### src/rtl/decoder_pkg.sv
// Shared types and code points for the pulsed 2-to-4 decoder.
// Pure declarations: no logic, no latency, no backpressure.
package decoder_pkg;

  typedef enum logic [1:0] {
    ST_IDLE  = 2'd0,
    ST_DRIVE = 2'd1,
    ST_GAP   = 2'd2
  } state_t;

  localparam logic [1:0] CODE_Y0 = 2'd0;
  localparam logic [1:0] CODE_Y1 = 2'd1;
  localparam logic [1:0] CODE_Y2 = 2'd2;
  localparam logic [1:0] CODE_Y3 = 2'd3;

  function automatic logic [3:0] onehot4(input logic [1:0] code);
    return 4'b0001 << code;
  endfunction

endpackage

### src/rtl/decoder_pulse_2to4_sat_counter.sv
// Saturating hit counter: increments by one per inc, sticks at all-ones, clr wins.
// One-cycle update latency; no backpressure.
module sat_counter #(
  parameter int CNT_W = 8
) (
  input  logic             clk,
  input  logic             rst_n,
  input  logic             clr,
  input  logic             inc,
  output logic [CNT_W-1:0] q
);

  logic [CNT_W-1:0] r_q;

  always_ff @(posedge clk or negedge rst_n) begin
    if (!rst_n) begin
      r_q <= '0;
    end else if (clr) begin
      r_q <= '0;
    end else if (inc && (r_q != {CNT_W{1'b1}})) begin
      r_q <= r_q + CNT_W'(1);
    end
  end

  assign q = r_q;

endmodule

### src/rtl/decoder_pulse_2to4.sv
// Pulsed 2-to-4 decoder: an accepted code drives its y line for PULSE_LEN cycles, then GAP_LEN idle.
// y rises one cycle after accept; ready is low from accept until the pulse and gap have elapsed.
module decoder_pulse_2to4
  import decoder_pkg::*;
#(
  parameter int PULSE_LEN = 4,
  parameter int GAP_LEN   = 1,
  parameter int CNT_W     = 8
) (
  input  logic             clk,
  input  logic             rst_n,
  input  logic             valid,
  output logic             ready,
  input  logic             e,
  input  logic             a1,
  input  logic             a0,
  output logic             y3,
  output logic             y2,
  output logic             y1,
  output logic             y0,
  output logic             dis,
  input  logic             clr_cnt,
  output logic [CNT_W-1:0] cnt3,
  output logic [CNT_W-1:0] cnt2,
  output logic [CNT_W-1:0] cnt1,
  output logic [CNT_W-1:0] cnt0
);

  localparam int MAX_LEN = (PULSE_LEN > GAP_LEN) ? PULSE_LEN : GAP_LEN;
  localparam int TW      = (MAX_LEN > 1) ? $clog2(MAX_LEN) : 1;
  localparam logic [TW-1:0] PULSE_LOAD = TW'(PULSE_LEN - 1);
  localparam logic [TW-1:0] GAP_LOAD   = (GAP_LEN > 0) ? TW'(GAP_LEN - 1) : '0;

  state_t          r_state;
  logic [TW-1:0]   r_tmr;
  logic [3:0]      r_y;
  logic            r_dis;

  logic            w_accept;
  logic [1:0]      w_code;
  logic [3:0]      w_hit;
  logic [CNT_W-1:0] w_cnt [4];

  assign ready    = (r_state == ST_IDLE);
  assign w_accept = valid && ready;
  assign w_code   = {a1, a0};

  always_ff @(posedge clk or negedge rst_n) begin
    if (!rst_n) begin
      r_state <= ST_IDLE;
      r_tmr   <= '0;
      r_y     <= '0;
      r_dis   <= 1'b0;
    end else begin
      r_dis <= w_accept && !e;
      case (r_state)
        ST_IDLE: begin
          if (w_accept && e) begin
            r_y     <= onehot4(w_code);
            r_tmr   <= PULSE_LOAD;
            r_state <= ST_DRIVE;
          end
        end
        ST_DRIVE: begin
          if (r_tmr == '0) begin
            r_y <= '0;
            if (GAP_LEN > 0) begin
              r_tmr   <= GAP_LOAD;
              r_state <= ST_GAP;
            end else begin
              r_state <= ST_IDLE;
            end
          end else begin
            r_tmr <= r_tmr - TW'(1);
          end
        end
        ST_GAP: begin
          if (r_tmr == '0) begin
            r_state <= ST_IDLE;
          end else begin
            r_tmr <= r_tmr - TW'(1);
          end
        end
        default: begin
          r_y     <= '0;
          r_state <= ST_IDLE;
        end
      endcase
    end
  end

  // Disabled requests never count as a hit.
  assign w_hit[0] = w_accept && e && (w_code == CODE_Y0);
  assign w_hit[1] = w_accept && e && (w_code == CODE_Y1);
  assign w_hit[2] = w_accept && e && (w_code == CODE_Y2);
  assign w_hit[3] = w_accept && e && (w_code == CODE_Y3);

  for (genvar g = 0; g < 4; g++) begin : g_hit
    sat_counter #(.CNT_W(CNT_W)) u_cnt (
      .clk   (clk),
      .rst_n (rst_n),
      .clr   (clr_cnt),
      .inc   (w_hit[g]),
      .q     (w_cnt[g])
    );
  end

  assign {y3, y2, y1, y0} = r_y;
  assign dis  = r_dis;
  assign cnt0 = w_cnt[0];
  assign cnt1 = w_cnt[1];
  assign cnt2 = w_cnt[2];
  assign cnt3 = w_cnt[3];

endmodule

### config.mk
export PLATFORM = sky130hd
export DESIGN_NAME = decoder_pulse_2to4
export DESIGN_NICKNAME = d
export VERILOG_FILES = /design/src/rtl/decoder_pkg.sv /design/src/rtl/decoder_pulse_2to4_sat_counter.sv /design/src/rtl/decoder_pulse_2to4.sv
export SDC_FILE = /design/constraint.sdc
export NUM_CORES = 1
export LEC_CHECK = 0
export CAP_MARGIN = 10
export CORE_ASPECT_RATIO = 2
export CORE_MARGIN = 2
export CORE_UTILIZATION = 30
export DETAILED_ROUTE_END_ITERATION = 12
export GPL_TIMING_DRIVEN = 0
export SLEW_MARGIN = 5
export SYNTH_ARGS = -nofsm -noshare
export SYNTH_HDL_FRONTEND = slang
export SYNTH_SLANG_ARGS = --single-unit
### constraint.sdc
create_clock -name clk -period 1.9 [get_ports clk]
set_input_delay 0.57 -clock clk [delete_from_list [all_inputs] [get_ports clk]]
set_output_delay 0.57 -clock clk [all_outputs]
set_load 0.01 [all_outputs]
Yosys cells after proc, flatten, opt, wreduce, memory -nomap -nowiden
Cells that the tools add are included.
- bits of input ports: 7
- output and inout port bits: 38
- register bits after elaboration: 41
- logic and storage cells: 70
- mux-type cells: 19
- bitwise logic cells: 1
- reduce and logical (&&, ||, !) cells: 23
- equality and inequality tests: 13
- shifts and indexed selects: 1
- add/sub/neg operators: 5
- operator list (operator ; count):
    $mux W8 ; 8
    $add A8 B1 Y8 const B ; 4
    $ne A8 B8 Y1 const B ; 4
    $mux W2 ; 6
    $pmux W2 S3 ; 2
    $pmux W4 S3 ; 1
    $logic_and A1 B1 Y1 ; 11
    $reduce_and A3 Y1 ; 3
    $mux W4 ; 2
    $reduce_bool A2 Y1 ; 4
    $eq A2 B2 Y1 const B ; 3
    $logic_not A2 Y1 ; 3
    $ne A2 B2 Y1 const B ; 3
    $eq A2 B1 Y1 const B ; 2
    $shl A1 B2 Y4 const A ; 1
    $reduce_bool A3 Y1 ; 1
    $ne A2 B1 Y1 const B ; 1
    $sub A2 B1 Y2 const B ; 1
    $logic_not A1 Y1 ; 1
    $not A1 Y1 ; 1

Depth between registers and ports, before layout
Gate-level depths: netlist of run 1.
- word-level depth: 7
- mapped depth: 7
- mapped depth without buffers: 6

Cells and area by module
A second synthesis of run 1 with hierarchy kept.
- cells, all modules: 263
- area, all modules: 2484.9 sq um
- modules (own cells, without submodules) (module ; cells each ; area each (sq um) ; sequential area each (sq um) ; instances):
    sat_counter ; 49 ; 464.2 ; 200.2 ; 4
    decoder_pulse_2to4 ; 67 ; 628.1 ; 225.2 ; 1

Worst setup path before layout of run 1
Ideal clock, no wire load.
- path type: reg2reg
- start: register r_state[0]
- end: register g_hit[2].u_cnt.r_q[7]
- path buffers: 1
- data required time: 1.822 ns
- arrival: 1.923 ns
- clock period less this slack: 2.001 ns
- cell stages (with the launch flop): 8
- setup time: 0.078 ns
- setup slack: -0.101 ns
- cell sequence: dfrtp_1 -> inv_1 -> ha_1 -> buf_4 -> nand4_2 -> a211o_4 -> or4_1 -> a21oi_1
- cells in the longest elaborated chain, start to end: 6
- ends and longest elaborated chain (element ; RTL line ; source):
    start: declaration ; decoder_pulse_2to4.sv:34 ; state_t r_state;
    start signal: assignment ; decoder_pulse_2to4.sv:50 ; r_state <= ST_IDLE;
    start signal: assignment ; decoder_pulse_2to4.sv:61 ; r_state <= ST_DRIVE;
    start signal: assignment ; decoder_pulse_2to4.sv:69 ; r_state <= ST_GAP;
    $logic_not A2 Y1 ; decoder_pulse_2to4.sv:44 ; assign ready = (r_state == ST_IDLE);
    named net ready ; decoder_pulse_2to4.sv:13 ; output logic ready,
    $logic_and A1 B1 Y1 ; decoder_pulse_2to4.sv:45 ; assign w_accept = valid && ready;
    $logic_and A1 B1 Y1 (2 in series) ; decoder_pulse_2to4.sv:95 ; assign w_hit[2] = w_accept && e && (w_code == CODE_Y2);
    $logic_and A1 B1 Y1 ; decoder_pulse_2to4_sat_counter.sv:20 ; end else if (inc && (r_q != {CNT_W{1'b1}})) begin
    $reduce_bool A2 Y1 (no source line) ; n/a ;
    end signal: assignment ; decoder_pulse_2to4_sat_counter.sv:21 ; r_q <= r_q + CNT_W'(1);
    end: declaration ; decoder_pulse_2to4_sat_counter.sv:13 ; logic [CNT_W-1:0] r_q;
The timed path passes the listed nets, and every way through them passes these cells.
A chain may end at the register's enable or synchronous reset.

Worst setup path after layout of run 1
- start: input valid
- end: register g_hit[2].u_cnt.r_q[5]
- cells in the longest elaborated chain, start to end: 5
- ends and longest elaborated chain (element ; RTL line ; source):
    start: declaration ; decoder_pulse_2to4.sv:12 ; input logic valid,
    $logic_and A1 B1 Y1 ; decoder_pulse_2to4.sv:45 ;
    $logic_and A1 B1 Y1 (2 in series) ; decoder_pulse_2to4.sv:95 ;
    $logic_and A1 B1 Y1 ; decoder_pulse_2to4_sat_counter.sv:20 ;
    $reduce_bool A2 Y1 (no source line) ; n/a ;
Every way passes these cells.

==> flow_metrics.env, run 1 <==
export IMPL_ys_seq_elements=41
export IMPL_hp_class="input pin to asynchronous set/reset pin"
export IMPL_finish_instance_area_um2=3184
export IMPL_p_per_area_nw_per_um2=955.4
export IMPL_syn_avg_cell_area_um2=9.713
export IMPL_cts_sinks=41
export IMPL_syn_to_final_growth_pct=43.79
export IMPL_maxCapViolCount=0
export IMPL_synth_top_cell_area_share_pct=46.33
export IMPL_synth_area_leaders="dfrtp_1 (46%), ha_1 (6.2%), a21oi_1 (4.5%), nor2_1 (4.1%), or3_1 (2.8%)"
export IMPL_core_um2=7212
export IMPL_violations="negative setup slack"
export IMPL_synthCells=228
export IMPL_synth_top_area_cell="dfrtp_1"
export IMPL_cts_buffer_depth=2
export IMPL_hold_buffers=0
export IMPL_vias_per_cell=5.227
export IMPL_drc=0
export IMPL_io_buffers=43
export IMPL_dieArea_um2=8127
export IMPL_synth_edf_count=0
export IMPL_clock_fmax_mhz=524.5
export IMPL_path_cells="dlygate4sd2_1 > nand4_4 > a211o_4 > or4_4 > a21oi_2"
export IMPL_die_w_um=64.76
export IMPL_via_count=2002
export IMPL_finalCritPeriodShare_pct=100.4
export IMPL_synth_flop_cell="dfrtp_1"
export IMPL_clk_latency_ns=0.29
export IMPL_hold_viol_final=0
export IMPL_ant_nets=0
export IMPL_setup_violations=1
export IMPL_globalplace_congestion=0.7775
export IMPL_crit_slowest_cell="or4_4"
export IMPL_fp_row_count=44
export IMPL_start_util_pct=30.71
export IMPL_synthArstFlopShare_pct=100.0
export IMPL_hpwl_um=4114
export IMPL_arrival_ns=2.12
export IMPL_diodes=0
export IMPL_critPathCaptureType="flip-flop"
export IMPL_gr_total_overflow=0
export IMPL_irDropWorstVdd_uv=687.2
export IMPL_worstMarginPinSlew_ns=0.5542
export IMPL_gr_usage_all_layers_pct=15.40
export IMPL_start_kind="input pin"
export IMPL_syn_nets=246
export IMPL_fin_crit_ns=1.907
export IMPL_cts_made_buffers=5
export IMPL_status="finished with violations"
export IMPL_yosysSeqAreaShare_pct=46.33
export IMPL_maxSlewViolCount=0
export IMPL_drive_above_1_share_pct=19.59
export IMPL_synth_area_um2=2215
export IMPL_htreeDepth=2
export IMPL_cts_root_buffer="clkbuf_16"
export IMPL_worstSetupPathType="input pin to flip-flop"
export IMPL_die_h_um=125.5
export IMPL_grt_max_degree=29
export IMPL_dpl_cell_area_um2=2790
export IMPL_finalPower_mw=3.042
export IMPL_firstDrtPassIters=4
export IMPL_max_slew_margin_rel_pct=63.05
export IMPL_tns_ns=-0.006670
export IMPL_rsz0062_at_grt="yes"
export IMPL_clk_pin_slew_worst_paths_ns=0.06
export IMPL_setup_ws_ns=-0.006670
export IMPL_cp_required_ns=2.11
export IMPL_crit_fanout=8
export IMPL_yosys_warnings=0
export IMPL_wirelength_um=5858
export IMPL_yosysMostFrequentCell="dfrtp_1"
export IMPL_skew_ns=0.008233
export IMPL_ys_types=39
export IMPL_final_nets=308
export IMPL_cts_tree="built"
export IMPL_grt_pass1_vias=1965
export IMPL_wl_per_cell_um=15.30
export IMPL_ios=45
export IMPL_antenna_found_initial=0
export IMPL_grt_pass1_wl_um=9673
export IMPL_max_stage_delay_ns=0.48
export IMPL_drtIter0Drc=50
export IMPL_p_leak_nw=1.275
export IMPL_yosys_top_cells_count="dfrtp_1 (41), nor2_1 (24), a21oi_1 (20)"
path summary, 6_finish.rpt:
check                                                      from                               to  slack, ns  depth (start not counted)
min in group clk                             r_y[2]$_DFFE_PN0P_               r_y[2]$_DFFE_PN0P_       0.51                          1
worst max-delay path                                      valid  g_hit[2].u_cnt.q[5]$_DFFE_PN0P_     -0.007                          5
max in group asynchronous                                 rst_n  g_hit[2].u_cnt.q[1]$_DFFE_PN0P_       1.22                          2
worst min-delay path                                      rst_n  g_hit[1].u_cnt.q[6]$_DFFE_PN0P_       0.18                          1
worst min register to register               r_y[2]$_DFFE_PN0P_               r_y[2]$_DFFE_PN0P_       0.51                          1
worst max register to register  g_hit[2].u_cnt.q[0]$_DFFE_PN0P_  g_hit[2].u_cnt.q[5]$_DFFE_PN0P_          0                          5
worst max-delay path: cells and delay by family:
kind	cells	cell delay, ns
buf+inv	1	0.42
simple gates	2	0.66
compound gates	2	0.46
cells in the final DEF, fill, tap and decap left out, types with 4 or more instances in the layout:
cell type	count
xnor2_1	4
buf_4	11
o21ai_0	11
a211oi_1	4
dfrtp_1	29
mux2i_1	4
and4_1	4
or3_1	10
xor2_1	7
nand2_1	15
and3_1	4
nand4_1	7
nor2_1	23
clkdlybuf4s50_1	37
ha_1	9
a21oi_1	19
nand3_1	10
clkbuf_16	5
inv_1	8
dfrtp_2	12
repair_timing:
item                       4_1_cts  5_1_grt
hold endpoints to repair         0        0
setup buffers                    8        3
setup endpoints to repair       30       23
pin swaps                        2        3
cloned                           0        0
resized for setup               27       15
per-layer routing:
layer | up-vias | track usage (%) | routed length [µm]
li1 | 962 | - | -
met1 | 991 | 16.70 | 2240
met2 | 36 | 28.02 | 3284
met3 | 13 | 2.878 | 173
met4 | 0 | 6.884 | 159
met5 | - | 0 | 0
flip-flops by register name (all words and copies together) (netlist names):
register	count
r_tmr	2
g_hit.u_cnt.q	32
r_state	2
dis	1
r_y	4
cells by family after synthesis:
family	Yosys count	share of synthesized area [%]
AND/OR/NAND/NOR	89	21.36
AO/OA/AOI/OAI	53	15.48
flip-flops	41	46.33
buffers and inverters	16	2.938
XOR/XNOR	11	4.350
adder cells (fa/ha/maj)	11	6.215
multiplexers	7	3.333
stage by stage:
stage | std cells | utilization (%) | hold WS, ns | worst slack (ns)
after floorplan | 228 | - | 0.2744 | -0.002210
after global placement | 363 | 38.48 | 0.5041 | -0.8775
after detailed placement | 364 | 38.69 | 0.4999 | -0.6726
after CTS | 380 | 43.04 | 0.1842 | 0.003995
after global routing | 383 | 44.15 | 0.1994 | -0.07063
final | 383 | 44.15 | 0.1785 | -0.006670
area by class of cell:
| type | count | area, µm² |
|---|---|---|
| inverters | 10 | 37.54 |
| fillers | 696 | 4028 |
| repair buffers | 55 | 526.8 |
| flip-flops and latches | 41 | 1041 |
| plain buffers | 6 | 41.29 |
| well taps | 92 | 115.1 |
| multi-input cells | 171 | 1246 |
| clock buffers | 6 | 138.9 |
| clock inverters | 2 | 37.54 |
power by group:
| group | switching, mW | internal, mW |
|---|---|---|
| Combinational | 0.518 | 0.497 |
| Clock | 0.361 | 0.656 |
| Sequential | 0.0562 | 0.955 |
No activity file was read; power rests on OpenSTA's default activity.
==> run 2: changes to the inputs <==
--- a/config.mk
+++ b/config.mk
@@ -11,6 +11,7 @@
 export CORE_UTILIZATION = 30
 export DETAILED_ROUTE_END_ITERATION = 12
 export GPL_TIMING_DRIVEN = 0
+export PLACE_DENSITY = 0.63
 export SLEW_MARGIN = 5
 export SYNTH_ARGS = -nofsm -noshare
 export SYNTH_HDL_FRONTEND = slang
==> flow_metrics.env, run 2 (synthesized netlist as in run 1, its figures left out) <==
export IMPL_status="completed"
export IMPL_fin_crit_ns=1.886
export IMPL_cts_buffer_depth=2
export IMPL_via_count=2043
export IMPL_rsz0062_at_grt="yes"
export IMPL_finish_instance_area_um2=3272
export IMPL_wl_per_cell_um=15.07
export IMPL_hold_viol_final=0
export IMPL_skew_ns=0.004396
export IMPL_worstMarginPinSlew_ns=0.5810
export IMPL_p_int_mw=2.149
export IMPL_wirelength_um=5879
export IMPL_irDropWorstVdd_uv=842.5
export IMPL_critPathCaptureType="flip-flop"
export IMPL_max_slew_margin_rel_pct=61.26
export IMPL_maxSlewViolCount=0
export IMPL_start_kind="flip-flop"
export IMPL_fin_util_pct=45.37
export IMPL_cts_made_buffers=5
export IMPL_power_share_clock_pct=28.9
export IMPL_multi_input_area_um2=1274
export IMPL_fp_row_count=44
export IMPL_p_switching_uw=944.7
export IMPL_p_leak_nw=1.318
export IMPL_cts_sinks=41
export IMPL_drive_above_1_share_pct=21.48
export IMPL_ant_nets=0
export IMPL_globalplace_congestion=0.7942
export IMPL_finalCritPeriodShare_pct=99.28
export IMPL_final_nets=315
export IMPL_dp_cells=364
export IMPL_crit_slowest_cell="or4_4"
export IMPL_clk_latency_ns=0.29
export IMPL_max_stage_delay_ns=0.53
export IMPL_setup_violations=0
export IMPL_dieArea_um2=8127
export IMPL_ios=45
export IMPL_drc=0
export IMPL_start_util_pct=30.71
export IMPL_arrival_ns=2.10
export IMPL_firstDrtPassIters=4
export IMPL_clock_fmax_mhz=530.2
export IMPL_antenna_found_initial=0
export IMPL_worstSetupPathType="flip-flop to flip-flop"
export IMPL_diodes=0
export IMPL_htreeDepth=2
export IMPL_cp_required_ns=2.11
export IMPL_syn_to_final_growth_pct=47.74
export IMPL_cts_tree="built"
export IMPL_drtIter0Drc=74
export IMPL_grt_pass1_vias=1997
export IMPL_die_w_um=64.76
export IMPL_io_buffers=43
export IMPL_mostFrequentLayoutCell="clkdlybuf4s50_1"
export IMPL_finalPower_mw=3.094
export IMPL_gr_total_overflow=0
export IMPL_fin_hold_ws_ns=0.1951
export IMPL_tns_ns=0
export IMPL_largest_reg_flops=32
export IMPL_dp_slack_ns=-0.6483
export IMPL_register_area_um2=1040
export IMPL_cp_buffers_inverters=2
export IMPL_dpl_cell_area_um2=2790
export IMPL_grt_pass1_wl_um=9749
export IMPL_path_cells="inv_2 > ha_4 > buf_6 > and3b_2 > o2111ai_4 > or4_4 > a21oi_2"
export IMPL_crit_fanout=7
export IMPL_combPwrFrac_pct=38.4
export IMPL_final_cell_mix="clkdlybuf4s50_1 (37), dfrtp_1 (30), nor2_1 (23)"
export IMPL_vias_per_cell=5.238
export IMPL_maxCapViolCount=0
export IMPL_crit_family="simple AND/OR/NAND/NOR gates"
export IMPL_hpwl_um=4101
export IMPL_sw_frac_of_total_pct=30.53
export IMPL_clk_pin_slew_worst_paths_ns=0.06
export IMPL_fin_cells=390
export IMPL_die_h_um=125.5
export IMPL_core_um2=7212
export IMPL_grt_max_degree=28
export IMPL_fillers=691
export IMPL_power_frac_seq_pct=32.7
export IMPL_gr_usage_all_layers_pct=15.40
export IMPL_p_per_area_nw_per_um2=945.7
export IMPL_hp_class="input pin to asynchronous set/reset pin"
export IMPL_cts_root_buffer="clkbuf_16"
export IMPL_setup_ws_ns=0.01374
==> run 2: cell types whose count changed in the layout (fill, tap and decap cells not counted), sizes merged <==
| cell | before | now |
|---|---|---|
| buf | 16 | 22 |
| clkbuf | 9 | 11 |
| clkdlybuf4s15 | 1 | 3 |
| dlygate4sd2 | 3 | 1 |
| bufinv | 1 | 0 |
| clkinv | 0 | 1 |
| clkinvlp | 1 | 0 |
==> run 2: path summary, 6_finish.rpt <==
| check | from | end | slack (ns) | depth (start not counted) |
|---|---|---|---|---|
| worst max-delay path | r_state[0]$_DFFE_PN0P_ | g_hit[1].u_cnt.q[6]$_DFFE_PN0P_ | 0.01 | 7 |
| worst min-delay path | rst_n | g_hit[3].u_cnt.q[4]$_DFFE_PN0P_ | 0.20 | 1 |
| worst max register to register | r_state[0]$_DFFE_PN0P_ | g_hit[1].u_cnt.q[6]$_DFFE_PN0P_ | 0.01 | 7 |
| worst min register to register | r_y[2]$_DFFE_PN0P_ | r_y[2]$_DFFE_PN0P_ | 0.52 | 1 |
| max in group asynchronous | rst_n | g_hit[2].u_cnt.q[1]$_DFFE_PN0P_ | 1.21 | 2 |
| min in group clk | r_y[2]$_DFFE_PN0P_ | r_y[2]$_DFFE_PN0P_ | 0.52 | 1 |
==> run 2: power groups by stage <==
stage	registers, mW	logic, mW	clock network (mW)
2_1_floorplan	1.04	0.503	0
3_3_place_gp	1.03	0.764	0
3_5_place_dp	1.03	0.787	0
4_1_cts	1.01	0.921	0.926
5_1_grt	1.02	1.28	0.965
6_report	1.01	1.19	0.895
==> run 2: area by class of cell <==
class                           count  area share (%)
Multi-Input combinational cell    171           38.93
Sequential cell                    41           31.78
Timing Repair Buffer               62           18.55
Clock buffer                        7           4.665
Tap cell                           92           3.518
Buffer                              6           1.262
Inverter                           10           1.147
Clock inverter                      1          0.1530
==> run 2: what timing repair did <==
item,4_1_cts,5_1_grt
setup endpoints to repair,27,22
pin swaps,3,8
endpoints found under the hold margin,0,0
resized for setup,24,24
setup buffers,6,11
hold buffers,0,0
cloned,0,1
==> run 2: per-layer routing <==
layer	GRT usage (%)	wire length (µm)	vias up
met2	26.68	3229	47
met1	17.44	2289	1005
met4	8.010	158	0
met5	0	0	-
met3	2.878	201	9
li1	-	-	982
